$ cat config.mk
export PLATFORM = sky130hd
export DESIGN_NAME = pipe_hazard_unit_flat
export DESIGN_NICKNAME = d
export VERILOG_FILES = /design/src/rtl/pipe_hazard_unit_if.sv /design/src/rtl/pipe_hazard_unit.sv /design/src/flat_wrapper.sv
export SDC_FILE = /design/constraint.sdc
export NUM_CORES = 1
export LEC_CHECK = 0
export BUFFER_PORTS_ARGS = -buffer_cell sky130_fd_sc_hd__buf_2
export CAP_MARGIN = 0
export CORE_MARGIN = 10
export CORE_UTILIZATION = 50
export DETAILED_ROUTE_END_ITERATION = 8
export GPL_ROUTABILITY_DRIVEN = 0
export PLACE_DENSITY = 0.74
export SETUP_SLACK_MARGIN = 0.3
export SLEW_MARGIN = 20
export SYNTH_ARGS = -nofsm -noshare
export SYNTH_HDL_FRONTEND = slang
export SYNTH_SLANG_ARGS = --single-unit
$ cat constraint.sdc
create_clock -name clk -period 6.5 [get_ports clk]
set_input_delay 1.3 -clock clk [delete_from_list [all_inputs] [get_ports clk]]
set_output_delay 1.3 -clock clk [all_outputs]
set_load 0.02 [all_outputs]
$ cat src/rtl/pipe_hazard_unit_if.sv
// Decode-side hazard bus: decode operands in, stall/flush/forward control out.
// Latency: none of its own; it only carries signals.
// Backpressure: the stall outputs hold fetch/decode, and flush squashes them.
interface pipe_hazard_unit_if #(
    parameter int CNT_W  = 32,
    parameter int REG_AW = 5
);
    // Decode stage instruction description
    logic              valid_id;
    logic [REG_AW-1:0] RS1_id;
    logic [REG_AW-1:0] RS2_id;
    logic              use_rs1_id;
    logic              use_rs2_id;
    logic [REG_AW-1:0] RD_id;
    logic              RW_id;
    logic              MD_id;
    // Branch resolution from EX
    logic              br_taken_ex;
    // Control returned to fetch/decode/execute
    logic              stall_if;
    logic              stall_id;
    logic              flush_if;
    logic              bubble_ex;
    logic [1:0]        fwd_a;
    logic [1:0]        fwd_b;
    logic [CNT_W-1:0]  stall_cnt;
    logic [CNT_W-1:0]  flush_cnt;

    modport master (
        output valid_id, RS1_id, RS2_id, use_rs1_id, use_rs2_id,
               RD_id, RW_id, MD_id, br_taken_ex,
        input  stall_if, stall_id, flush_if, bubble_ex,
               fwd_a, fwd_b, stall_cnt, flush_cnt
    );

    modport slave (
        input  valid_id, RS1_id, RS2_id, use_rs1_id, use_rs2_id,
               RD_id, RW_id, MD_id, br_taken_ex,
        output stall_if, stall_id, flush_if, bubble_ex,
               fwd_a, fwd_b, stall_cnt, flush_cnt
    );
endinterface

$ cat src/rtl/pipe_hazard_unit.sv
// Hazard unit: tracks in-flight writes (EX/MEM/WB), raises load-use stall, branch flush, forwarding selects.
// Latency: stall/flush/bubble are combinational; fwd selects are registered to line up with EX.
// Backpressure: load-use holds PC and IF/ID for one cycle; a taken branch overrides it with a flush.
module pipe_hazard_unit #(
    parameter int CNT_W  = 32,
    parameter int REG_AW = 5
) (
    input  logic          clk,
    input  logic          reset,
    pipe_hazard_unit_if.slave hz
);

    typedef struct packed {
        logic              v;
        logic [REG_AW-1:0] rd;
        logic              ld;
    } trk_t;

    trk_t t1_q, t2_q, t3_q;
    trk_t new_d;

    logic             lu;
    logic             flush;
    logic [1:0]       fwd_a_q, fwd_a_d;
    logic [1:0]       fwd_b_q, fwd_b_d;
    logic [CNT_W-1:0] stall_cnt_q, stall_cnt_d;
    logic [CNT_W-1:0] flush_cnt_q, flush_cnt_d;

    // A source hits a tracker entry only if it is actually read
    function automatic logic hit(input trk_t t, input logic [REG_AW-1:0] s, input logic use_s);
        return t.v && (t.rd == s) && use_s;
    endfunction

    // Youngest producer wins; a load still in EX cannot supply data, so it is skipped
    function automatic logic [1:0] fwd_sel(input trk_t a, input trk_t b, input trk_t c,
                                           input logic [REG_AW-1:0] s, input logic use_s);
        logic [1:0] sel;
        sel = 2'b00;
        if (use_s && (s != '0)) begin
            if (hit(a, s, use_s) && !a.ld) begin
                sel = 2'b01;
            end else if (hit(b, s, use_s)) begin
                sel = 2'b10;
            end else if (hit(c, s, use_s)) begin
                sel = 2'b11;
            end
        end
        return sel;
    endfunction

    // Hazard detection, tracker entry and next-state for selects and counters
    always_comb begin
        flush = hz.br_taken_ex;
        lu    = hz.valid_id && !hz.br_taken_ex && t1_q.ld &&
                (hit(t1_q, hz.RS1_id, hz.use_rs1_id) || hit(t1_q, hz.RS2_id, hz.use_rs2_id));

        new_d = '0;
        if (hz.valid_id && !lu && !flush) begin
            new_d.v  = hz.RW_id && (hz.RD_id != '0);
            new_d.rd = hz.RD_id;
            new_d.ld = hz.MD_id;
        end

        fwd_a_d = fwd_sel(t1_q, t2_q, t3_q, hz.RS1_id, hz.use_rs1_id);
        fwd_b_d = fwd_sel(t1_q, t2_q, t3_q, hz.RS2_id, hz.use_rs2_id);
        if (lu || flush) begin
            fwd_a_d = 2'b00;
            fwd_b_d = 2'b00;
        end

        stall_cnt_d = stall_cnt_q;
        if (lu && (stall_cnt_q != '1)) begin
            stall_cnt_d = stall_cnt_q + CNT_W'(1);
        end
        flush_cnt_d = flush_cnt_q;
        if (flush && (flush_cnt_q != '1)) begin
            flush_cnt_d = flush_cnt_q + CNT_W'(1);
        end
    end

    // Tracker shift, registered forwarding selects and event counters
    always_ff @(posedge clk or posedge reset) begin
        if (reset) begin
            t1_q        <= '0;
            t2_q        <= '0;
            t3_q        <= '0;
            fwd_a_q     <= 2'b00;
            fwd_b_q     <= 2'b00;
            stall_cnt_q <= '0;
            flush_cnt_q <= '0;
        end else begin
            t3_q        <= t2_q;
            t2_q        <= t1_q;
            t1_q        <= new_d;
            fwd_a_q     <= fwd_a_d;
            fwd_b_q     <= fwd_b_d;
            stall_cnt_q <= stall_cnt_d;
            flush_cnt_q <= flush_cnt_d;
        end
    end

    assign hz.stall_if  = lu;
    assign hz.stall_id  = lu;
    assign hz.bubble_ex = lu || flush;
    assign hz.flush_if  = flush;
    assign hz.fwd_a     = fwd_a_q;
    assign hz.fwd_b     = fwd_b_q;
    assign hz.stall_cnt = stall_cnt_q;
    assign hz.flush_cnt = flush_cnt_q;

endmodule
$ cat src/flat_wrapper.sv
// flat-port wrapper written by rule: the top's interface ports become plain ports
module pipe_hazard_unit_flat 
#(
    parameter int CNT_W  = 32,
    parameter int REG_AW = 5
)
  (clk, reset, hz_valid_id, hz_RS1_id, hz_RS2_id, hz_use_rs1_id, hz_use_rs2_id, hz_RD_id, hz_RW_id, hz_MD_id, hz_br_taken_ex, hz_stall_if, hz_stall_id, hz_flush_if, hz_bubble_ex, hz_fwd_a, hz_fwd_b, hz_stall_cnt, hz_flush_cnt);
  pipe_hazard_unit_if #(.CNT_W(CNT_W), .REG_AW(REG_AW)) hz_i ();
  input  logic clk;
  input  logic reset;
  input wire logic [$bits(hz_i.valid_id)-1:0] hz_valid_id;
  input wire logic [$bits(hz_i.RS1_id)-1:0] hz_RS1_id;
  input wire logic [$bits(hz_i.RS2_id)-1:0] hz_RS2_id;
  input wire logic [$bits(hz_i.use_rs1_id)-1:0] hz_use_rs1_id;
  input wire logic [$bits(hz_i.use_rs2_id)-1:0] hz_use_rs2_id;
  input wire logic [$bits(hz_i.RD_id)-1:0] hz_RD_id;
  input wire logic [$bits(hz_i.RW_id)-1:0] hz_RW_id;
  input wire logic [$bits(hz_i.MD_id)-1:0] hz_MD_id;
  input wire logic [$bits(hz_i.br_taken_ex)-1:0] hz_br_taken_ex;
  output wire logic [$bits(hz_i.stall_if)-1:0] hz_stall_if;
  output wire logic [$bits(hz_i.stall_id)-1:0] hz_stall_id;
  output wire logic [$bits(hz_i.flush_if)-1:0] hz_flush_if;
  output wire logic [$bits(hz_i.bubble_ex)-1:0] hz_bubble_ex;
  output wire logic [$bits(hz_i.fwd_a)-1:0] hz_fwd_a;
  output wire logic [$bits(hz_i.fwd_b)-1:0] hz_fwd_b;
  output wire logic [$bits(hz_i.stall_cnt)-1:0] hz_stall_cnt;
  output wire logic [$bits(hz_i.flush_cnt)-1:0] hz_flush_cnt;
  assign hz_i.valid_id = hz_valid_id;
  assign hz_i.RS1_id = hz_RS1_id;
  assign hz_i.RS2_id = hz_RS2_id;
  assign hz_i.use_rs1_id = hz_use_rs1_id;
  assign hz_i.use_rs2_id = hz_use_rs2_id;
  assign hz_i.RD_id = hz_RD_id;
  assign hz_i.RW_id = hz_RW_id;
  assign hz_i.MD_id = hz_MD_id;
  assign hz_i.br_taken_ex = hz_br_taken_ex;
  assign hz_stall_if = hz_i.stall_if;
  assign hz_stall_id = hz_i.stall_id;
  assign hz_flush_if = hz_i.flush_if;
  assign hz_bubble_ex = hz_i.bubble_ex;
  assign hz_fwd_a = hz_i.fwd_a;
  assign hz_fwd_b = hz_i.fwd_b;
  assign hz_stall_cnt = hz_i.stall_cnt;
  assign hz_flush_cnt = hz_i.flush_cnt;
  pipe_hazard_unit #(.CNT_W(CNT_W), .REG_AW(REG_AW)) u_core (.clk(clk), .reset(reset), .hz(hz_i));
endmodule
# After elaboration in Yosys (flattened, before gate mapping)
# Index checks and enable logic that the tools add are counted.
[totals]
elab_cells = 64
ff_bits = 87
[classes]
muxes = 11
addsub = 2
eq_ne = 8
n_reduce_logical = 32
[ops]
columns = ["op", "n"]
rows = [
  ["32-bit by 1-bit adder with 32-bit output (second input constant)", 2],
  ["32-bit != test (second input constant)", 2],
  ["5-bit == test", 6],
  ["1-bit logical AND", 24],
  ["2-bit two-way mux", 10],
  ["5-bit nonzero test", 3],
  ["7-bit two-way mux", 1],
  ["1-bit logical NOT", 3],
  ["1-bit logical OR", 2],
]

# Longest topological paths before layout
# Gate-level depths: netlist of the first run.
[depth]
word_depth = 9
mapped_depth = 7
mapped_depth_nobuf = 6

# Least setup slack after synthesis of the first run
# Ideal clock, no wire load.
[synth_timing]
path_kind = "in2out"
startpoint = "input port hz_RS2_id[0]"
endpoint = "output port hz_stall_if"
required_ns = 5.200
arrival_ns = 2.560
stages = 5
n_path_buf = 1
slack_ns = 2.640
path_cell_list = "xor2_1 > nor4_2 > a22oi_1 > nor2_1 > buf_4"
[synth_between]
elab_chain_len = 5
[synth_rtl]
columns = ["item", "line_no", "rtl"]
rows = [
  ["from (decl)", "flat_wrapper.sv:13", "input wire logic [$bits(hz_i.RS2_id)-1:0] hz_RS2_id;"],
  ["5-bit == test", "pipe_hazard_unit.sv:31", "return t.v && (t.rd == s) && use_s;"],
  ["1-bit logical AND (2 in a row)", "pipe_hazard_unit.sv:31", ""],
  ["1-bit logical OR", "pipe_hazard_unit.sv:55", "(hit(t1_q, hz.RS1_id, hz.use_rs1_id) || hit(t1_q, hz.RS2_id, hz.use_rs2_id));"],
  ["1-bit logical AND", "pipe_hazard_unit.sv:54", "lu = hz.valid_id && !hz.br_taken_ex && t1_q.ld &&"],
  ["to (decl)", "flat_wrapper.sv:20", "output wire logic [$bits(hz_i.stall_if)-1:0] hz_stall_if;"],
]
# No other way between the ends.

# Worst setup path in the final report of the first run
[layout_timing]
startpoint = "input port hz_RS1_id[2]"
endpoint = "output port hz_bubble_ex"
[layout_between]
elab_chain_len = 6
[layout_rtl]
columns = ["item", "line_no", "rtl"]
rows = [
  ["from (decl)", "flat_wrapper.sv:12", "input wire logic [$bits(hz_i.RS1_id)-1:0] hz_RS1_id;"],
  ["5-bit == test", "pipe_hazard_unit.sv:31", ""],
  ["1-bit logical AND (2 in a row)", "pipe_hazard_unit.sv:31", ""],
  ["1-bit logical OR", "pipe_hazard_unit.sv:55", ""],
  ["1-bit logical AND", "pipe_hazard_unit.sv:54", ""],
  ["1-bit logical OR", "pipe_hazard_unit.sv:104", "assign hz.bubble_ex = lu || flush;"],
  ["to (decl)", "flat_wrapper.sv:23", "output wire logic [$bits(hz_i.bubble_ex)-1:0] hz_bubble_ex;"],
]
# No other way between the ends.

==> results of run 1 <==
-- registers in the layout (all words and copies together) (netlist names) --
register             cells
u_core.hz.stall_cnt     32
u_core.t1_q              7
u_core.t2_q              6
u_core.hz.fwd_a          2
u_core.t3_q              6
u_core.hz.flush_cnt     32
u_core.hz.fwd_b          2
-- final timing paths --
path	slack [ns]	depth (start not counted)	to	start
worst max-delay path	2.46	6	hz_bubble_ex	hz_RS1_id[2]
worst min-delay path	0.44	0	u_core.t3_q[6]	u_core.t2_q[6]
worst max register to register	3.96	5	u_core.hz.stall_cnt[1]	u_core.hz.stall_cnt[9]
worst min register to register	0.44	0	u_core.t3_q[6]	u_core.t2_q[6]
max in group asynchronous	4.82	3	u_core.hz.stall_cnt[26]	reset
min in group asynchronous	1.14	3	u_core.hz.flush_cnt[17]	reset
-- synthesized netlist by cell type, drive strengths merged (2+ instances only) --
| cell type | number |
|---|---|
| dfrtp | 87 |
| xor2 | 50 |
| xnor2 | 39 |
| nand3 | 38 |
| nand2 | 25 |
| nand4 | 25 |
| nor3 | 24 |
| nor2 | 18 |
| and3 | 17 |
| and2 | 13 |
| nor4 | 12 |
| inv | 9 |
| buf | 8 |
| and4 | 7 |
| nor4b | 4 |
| or3 | 3 |
| a21oi | 2 |
| a31oi | 2 |
| a32oi | 2 |
| clkbuf | 2 |
| ha | 2 |
| mux2 | 2 |
| o2111ai | 2 |
| o311ai | 2 |
-- cell families (layout without fill, tap and decap cells) --
kind of cell	count (synthesis)	in the layout	share of synthesized area (%)
simple gates	190	190	25.8
xor+xnor	89	89	17.5
flops	87	87	48.9
compound gates	20	20	4.49
buf+inv	19	120	2.08
mux	3	3	0.730
fa+ha+maj	2	2	0.562
-- area by class of cell --
cell class,instances,area share (%)
multi-input cells,304,41.9
flip-flops and latches,87,41.7
repair buffers,95,9.22
clock buffers,11,2.90
well taps,108,2.59
clock inverters,5,1.08
inverters,9,0.671
-- through the flow --
| stage | instance area (µm²) | power (µW) |
|---|---|---|
| 6_report | 5220 | 1160 |
| 5_1_grt | 5220 | 1210 |
| 4_1_cts | 5220 | 1170 |
| 3_5_place_dp | 5010 | 783 |
| 3_3_place_gp | 5010 | 777 |
| 2_1_floorplan | 4460 | 720 |
-- critical path, cell delays in order --
cell     delay [ns]
buf_2          0.13
xor2_1         0.18
nor4_4         0.43
a32oi_2        0.35
nand2_1        0.17
buf_2          0.18
-- layer usage --
metal	up-vias	wire length, µm
met3	15	608
met4	0	138
li1	1662	-
met5	-	0
met1	1713	4630
met2	76	5130
-- placed cells by master (no fill, tap or decap), drive strengths merged, types with 3 or more instances in the layout --
cell / n
and2: 13
nor3: 24
or3: 3
xor2: 50
dfrtp: 87
nor4: 12
and3: 17
clkbuf: 11
xnor2: 39
nor2: 18
and4: 7
nor4b: 4
inv: 8
clkinv: 4
nand3: 38
buf: 95
nand2: 25
nand4: 25
-- power breakdown --
part           internal, µW  leakage (µW)  switching [µW]
combinational          59.0       0.00128             102
sequential              571       0.00117            37.1
clock                   198      0.000105             191
==> results_dict.tcl, run 1 <==
set metrics [dict create \
    layoutNonFillerInstCount 619 \
    cts_root_buf "clkbuf_8" \
    start_util_pct 51.3 \
    wirelength_mm 10.5 \
    dp.final_hpwl_mm 8.03 \
    tns_ns 0 \
    grt_overflow 0 \
    busiest_layer "met2" \
    ctsHoldBuffers 0 \
    grtUsageMet3_pct 4.40 \
    synthTopCellsByArea "dfrtp_1 49%, xor2_1 9.8%, xnor2_1 7.7%, nand3_1 4.2%, nand4_1 3.4%" \
    firstDrtPassIters 5 \
    grt.met1_usage_pct 20.6 \
    max_freq_mhz 247 \
    clk-insertion-delay-late_ns 0.35 \
    finClkSkew_ns 0.00997 \
    period_minus_slack_ns 4.04 \
    timing.final.ws_setup_ns 2.46 \
    post_cts_buffers 0 \
    numCtsBuffers 9 \
    yosysTopAreaCell "dfrtp_1" \
    syn_inst 410 \
    status "completed" \
    clkTransAtPathRegs_ns 0.08 \
    multi_input_area_um2 2190 \
    hp-class "flip-flop to flip-flop" \
    final-seq-area_um2 2180 \
    drtIter0Drc 178 \
    synth_area_um2 4460 \
    leakage_uw 0.00256 \
    setup_violations 0 \
    die_w_um 114 \
    async_flop_share_pct 100 \
    endpoint_kind "output port" \
    vias_per_cell 5.60 \
    p_per_area_nw_per_um2 222 \
    hold_violations 0 \
    antennaDiodeCount 0 \
    num_io_pins 95 \
    slew_violations 0 \
    ys_types 52 \
    post-place-ws_ns 2.45 \
    cts_sinks 87 \
    synth_nets 435 \
    routedWlPerCell_um 17.0 \
    worst-path-max-fanout 13 \
    cap_violations 0 \
    crit_required_ns 5.20 \
    hold_slack_ns 0.436 \
    synth_warnings 0 \
    dieArea_um2 13100 \
    dp.cells 603 \
    core-area_um2 8680 \
    arrival_ns 2.74 \
    floorplan.rows 34 \
    antenna_found_initial 0 \
    synthFlopType "dfrtp_1" \
    cts_resized 0 \
    globalRouteTotalUtil_pct 16.3 \
    grt_use_met2_pct 26.1 \
    grt_pass1_wl_mm 17.6 \
    io_buffers 94 \
    drive_gt1_share_pct 26.8 \
    syn_avg_cell_area_um2 10.9 \
    rsz0062_at_grt "false" \
    fin_crit_sh_pct 62.2 \
    synth-edff-count 0 \
    clockBufferDepth 2 \
    ys_ff_latch 87 \
    cts_tree "yes" \
    vdd_drop_max_uv 115 \
    vias 3466 \
    grt_pass1_vias 3537 \
    fillCellCount 738 \
    htree_levels 3 \
    drtAntennaViolNets 0 \
    die_h_um 114 \
    drc_errors 0 \
    start_kind "input port" \
    worstMarginPinSlew_ns 0.830 \
    synth_top_area_share_pct 48.9 \
    grt_max_degree 88 \
    crit_type "input port to output port" \
    area_growth_pct 17.2 \
    final_core_util_pct 60.2 \
    nets 531 \
    ys_seq_area_share_pct 48.9 \
    slew_headroom_pct 44.7 \
]
No activity file was read; power rests on OpenSTA's default activity.
==> inputs of run 2 (changes only) <==
- CORE_UTILIZATION: 50 -> 49
- PLACE_DENSITY: 0.74 -> 0.76
- clock period: 6.5 -> 3.41 ns (I/O delays scaled with it)
==> results_dict.tcl, run 2 (synthesis gave the netlist of run 1 again) <==
set metrics [dict create \
    crit_type "input port to output port" \
    drive_gt1_share_pct 26.5 \
    grt_pass1_vias 3551 \
    clkTransAtPathRegs_ns 0.08 \
    wirelength_mm 10.3 \
    hold_slack_ns 0.430 \
    post-place-ws_ns 0.721 \
    dieArea_um2 13300 \
    io_buffers 94 \
    arrival_ns 2.00 \
    cp_top_family "simple AND/OR/NAND/NOR gates" \
    endpoint_kind "output port" \
    worst-path-max-fanout 5 \
    cts_sinks 87 \
    dp.final_hpwl_mm 8.05 \
    slew_violations 0 \
    max_freq_mhz 372 \
    vias 3474 \
    timing.final.ws_setup_ns 0.724 \
    antenna_found_initial 0 \
    grt_overflow 0 \
    cp_cell_sequence "buf_2 > xor2_1 > nor4_2 > a22oi_1 > nor2_1 > buf_2" \
    grt_pass1_wl_mm 17.4 \
    cp_slowest_cell "nor4_2" \
    p_per_area_nw_per_um2 411 \
    place_area_um2 5050 \
    vdd_drop_max_uv 257 \
    crit_path_frequent_cell "buf_2" \
    start_kind "input port" \
    grt_max_degree 46 \
    reg2reg_to "u_core.hz.stall_cnt[12]" \
    min_from "u_core.t2_q[6]" \
    die_w_um 115 \
    ctsHoldBuffers 0 \
    hold_violations 0 \
    slew_headroom_pct 48.1 \
    routedWlPerCell_um 16.6 \
    setup_violations 0 \
    numCtsBuffers 9 \
    hold_depth 0 \
    globalRouteTotalUtil_pct 16.0 \
    htree_levels 3 \
    post_cts_buffers 0 \
    cts_resized 0 \
    final_cell_mix "94 x buf_2, 87 x dfrtp_1, 50 x xor2_1, 39 x xnor2_1, 37 x nand3_1" \
    period_minus_slack_ns 2.69 \
    final_common_cell "buf_2" \
    drc_errors 0 \
    drtAntennaViolNets 0 \
    clk-insertion-delay-late_ns 0.34 \
    min_to "u_core.t3_q[6]" \
    cts_tree "yes" \
    die_h_um 115 \
    rr_worst_depth 6 \
    vias_per_cell 5.59 \
    crit_required_ns 2.73 \
    drtIter0Drc 148 \
    fillCellCount 744 \
    hp-class "flip-flop to flip-flop" \
    critPathBufInv 2 \
    rsz0062_at_grt "false" \
    clockBufferDepth 2 \
    status "completed" \
    area_growth_pct 17.3 \
    leakage_uw 0.00256 \
    start_util_pct 50.6 \
    r2r_slack_ns 1.09 \
    worstMarginPinSlew_ns 0.778 \
    worstReg2RegStart "u_core.t1_q[1]" \
    firstDrtPassIters 4 \
    design_area_um2 5230 \
    fin_crit_sh_pct 78.8 \
    nets 534 \
    antennaDiodeCount 0 \
    slowest_delay_ns 0.50 \
    cts_root_buf "clkbuf_8" \
    tns_ns 0 \
    cap_violations 0 \
    finClkSkew_ns 0.0105 \
    num_io_pins 95 \
    floorplan.rows 34 \
    core-area_um2 8810 \
]
==> run 2: changes by cell type in the layout (fill, tap and decap cells not counted) <==
cell        before  now
clkbuf_1         0    3
clkinv_2         3    1
buf_4            0    3
buf_6            1    0
clkbuf_8        11    9
buf_12           0    1
clkinv_4         1    0
clkinvlp_4       1    2
==> run 2: per-stage QoR <==
stage               std cells  util (%)  power, µW
floorplan                 410         -       1370
global placement          606      57.3       1480
detailed placement        606      57.3       1490
CTS                       621      59.3       2180
global route              621      59.3       2260
finish                    621      59.3       2150
==> run 2: final cells by class <==
type	count	area (µm²)	share of cell area, %
clock buffer	12	135	2.59
clock inverter	3	45.0	0.862
inverter	9	35.0	0.670
multi-input combinational	304	2190	41.8
sequential	87	2180	41.7
tap	108	135	2.59
timing repair buffer	98	513	9.82
==> run 2: routing by layer <==
metal / up-vias / routed length [µm] / track usage (%)
li1: 1662 / - / -
met1: 1703 / 4500 / 19.9
met2: 88 / 5080 / 26.4
met3: 21 / 524 / 3.33
met4: 0 / 223 / 6.76
met5: - / 0 / 0
==> run 2: worst max path at each step <==
stage | from | end | slack (ns) | depth (start not counted)
2_1_floorplan | reset | u_core.hz.flush_cnt[0] | 0.48 | 1
3_3_place_gp | hz_RS2_id[0] | hz_stall_if | 0.78 | 6
3_5_place_dp | hz_RS2_id[0] | u_core.hz.stall_cnt[12] | 0.72 | 7
4_1_cts | u_core.t1_q[1] | hz_stall_id | 0.72 | 5
5_1_grt | u_core.t1_q[1] | hz_stall_if | 0.61 | 5
6_report | hz_RS2_id[0] | hz_stall_id | 0.72 | 6
==> run 2: report_power, final <==
part | internal, µW | total, µW | switching (µW)
combinational | 114 | 307 | 193
sequential | 1090 | 1160 | 71.8
clock | 336 | 679 | 343
total | 1540 | 2150 | 608
==> run 2: worst reg2reg max path: cells and delay by family, from the launching register on <==
kind | cells | cell delay (ns)
flip-flops | 1 | 0.43
XOR/XNOR | 2 | 0.33
buffers and inverters | 1 | 0.27
AO/OA/AOI/OAI | 1 | 0.57
AND/OR/NAND/NOR | 2 | 0.62
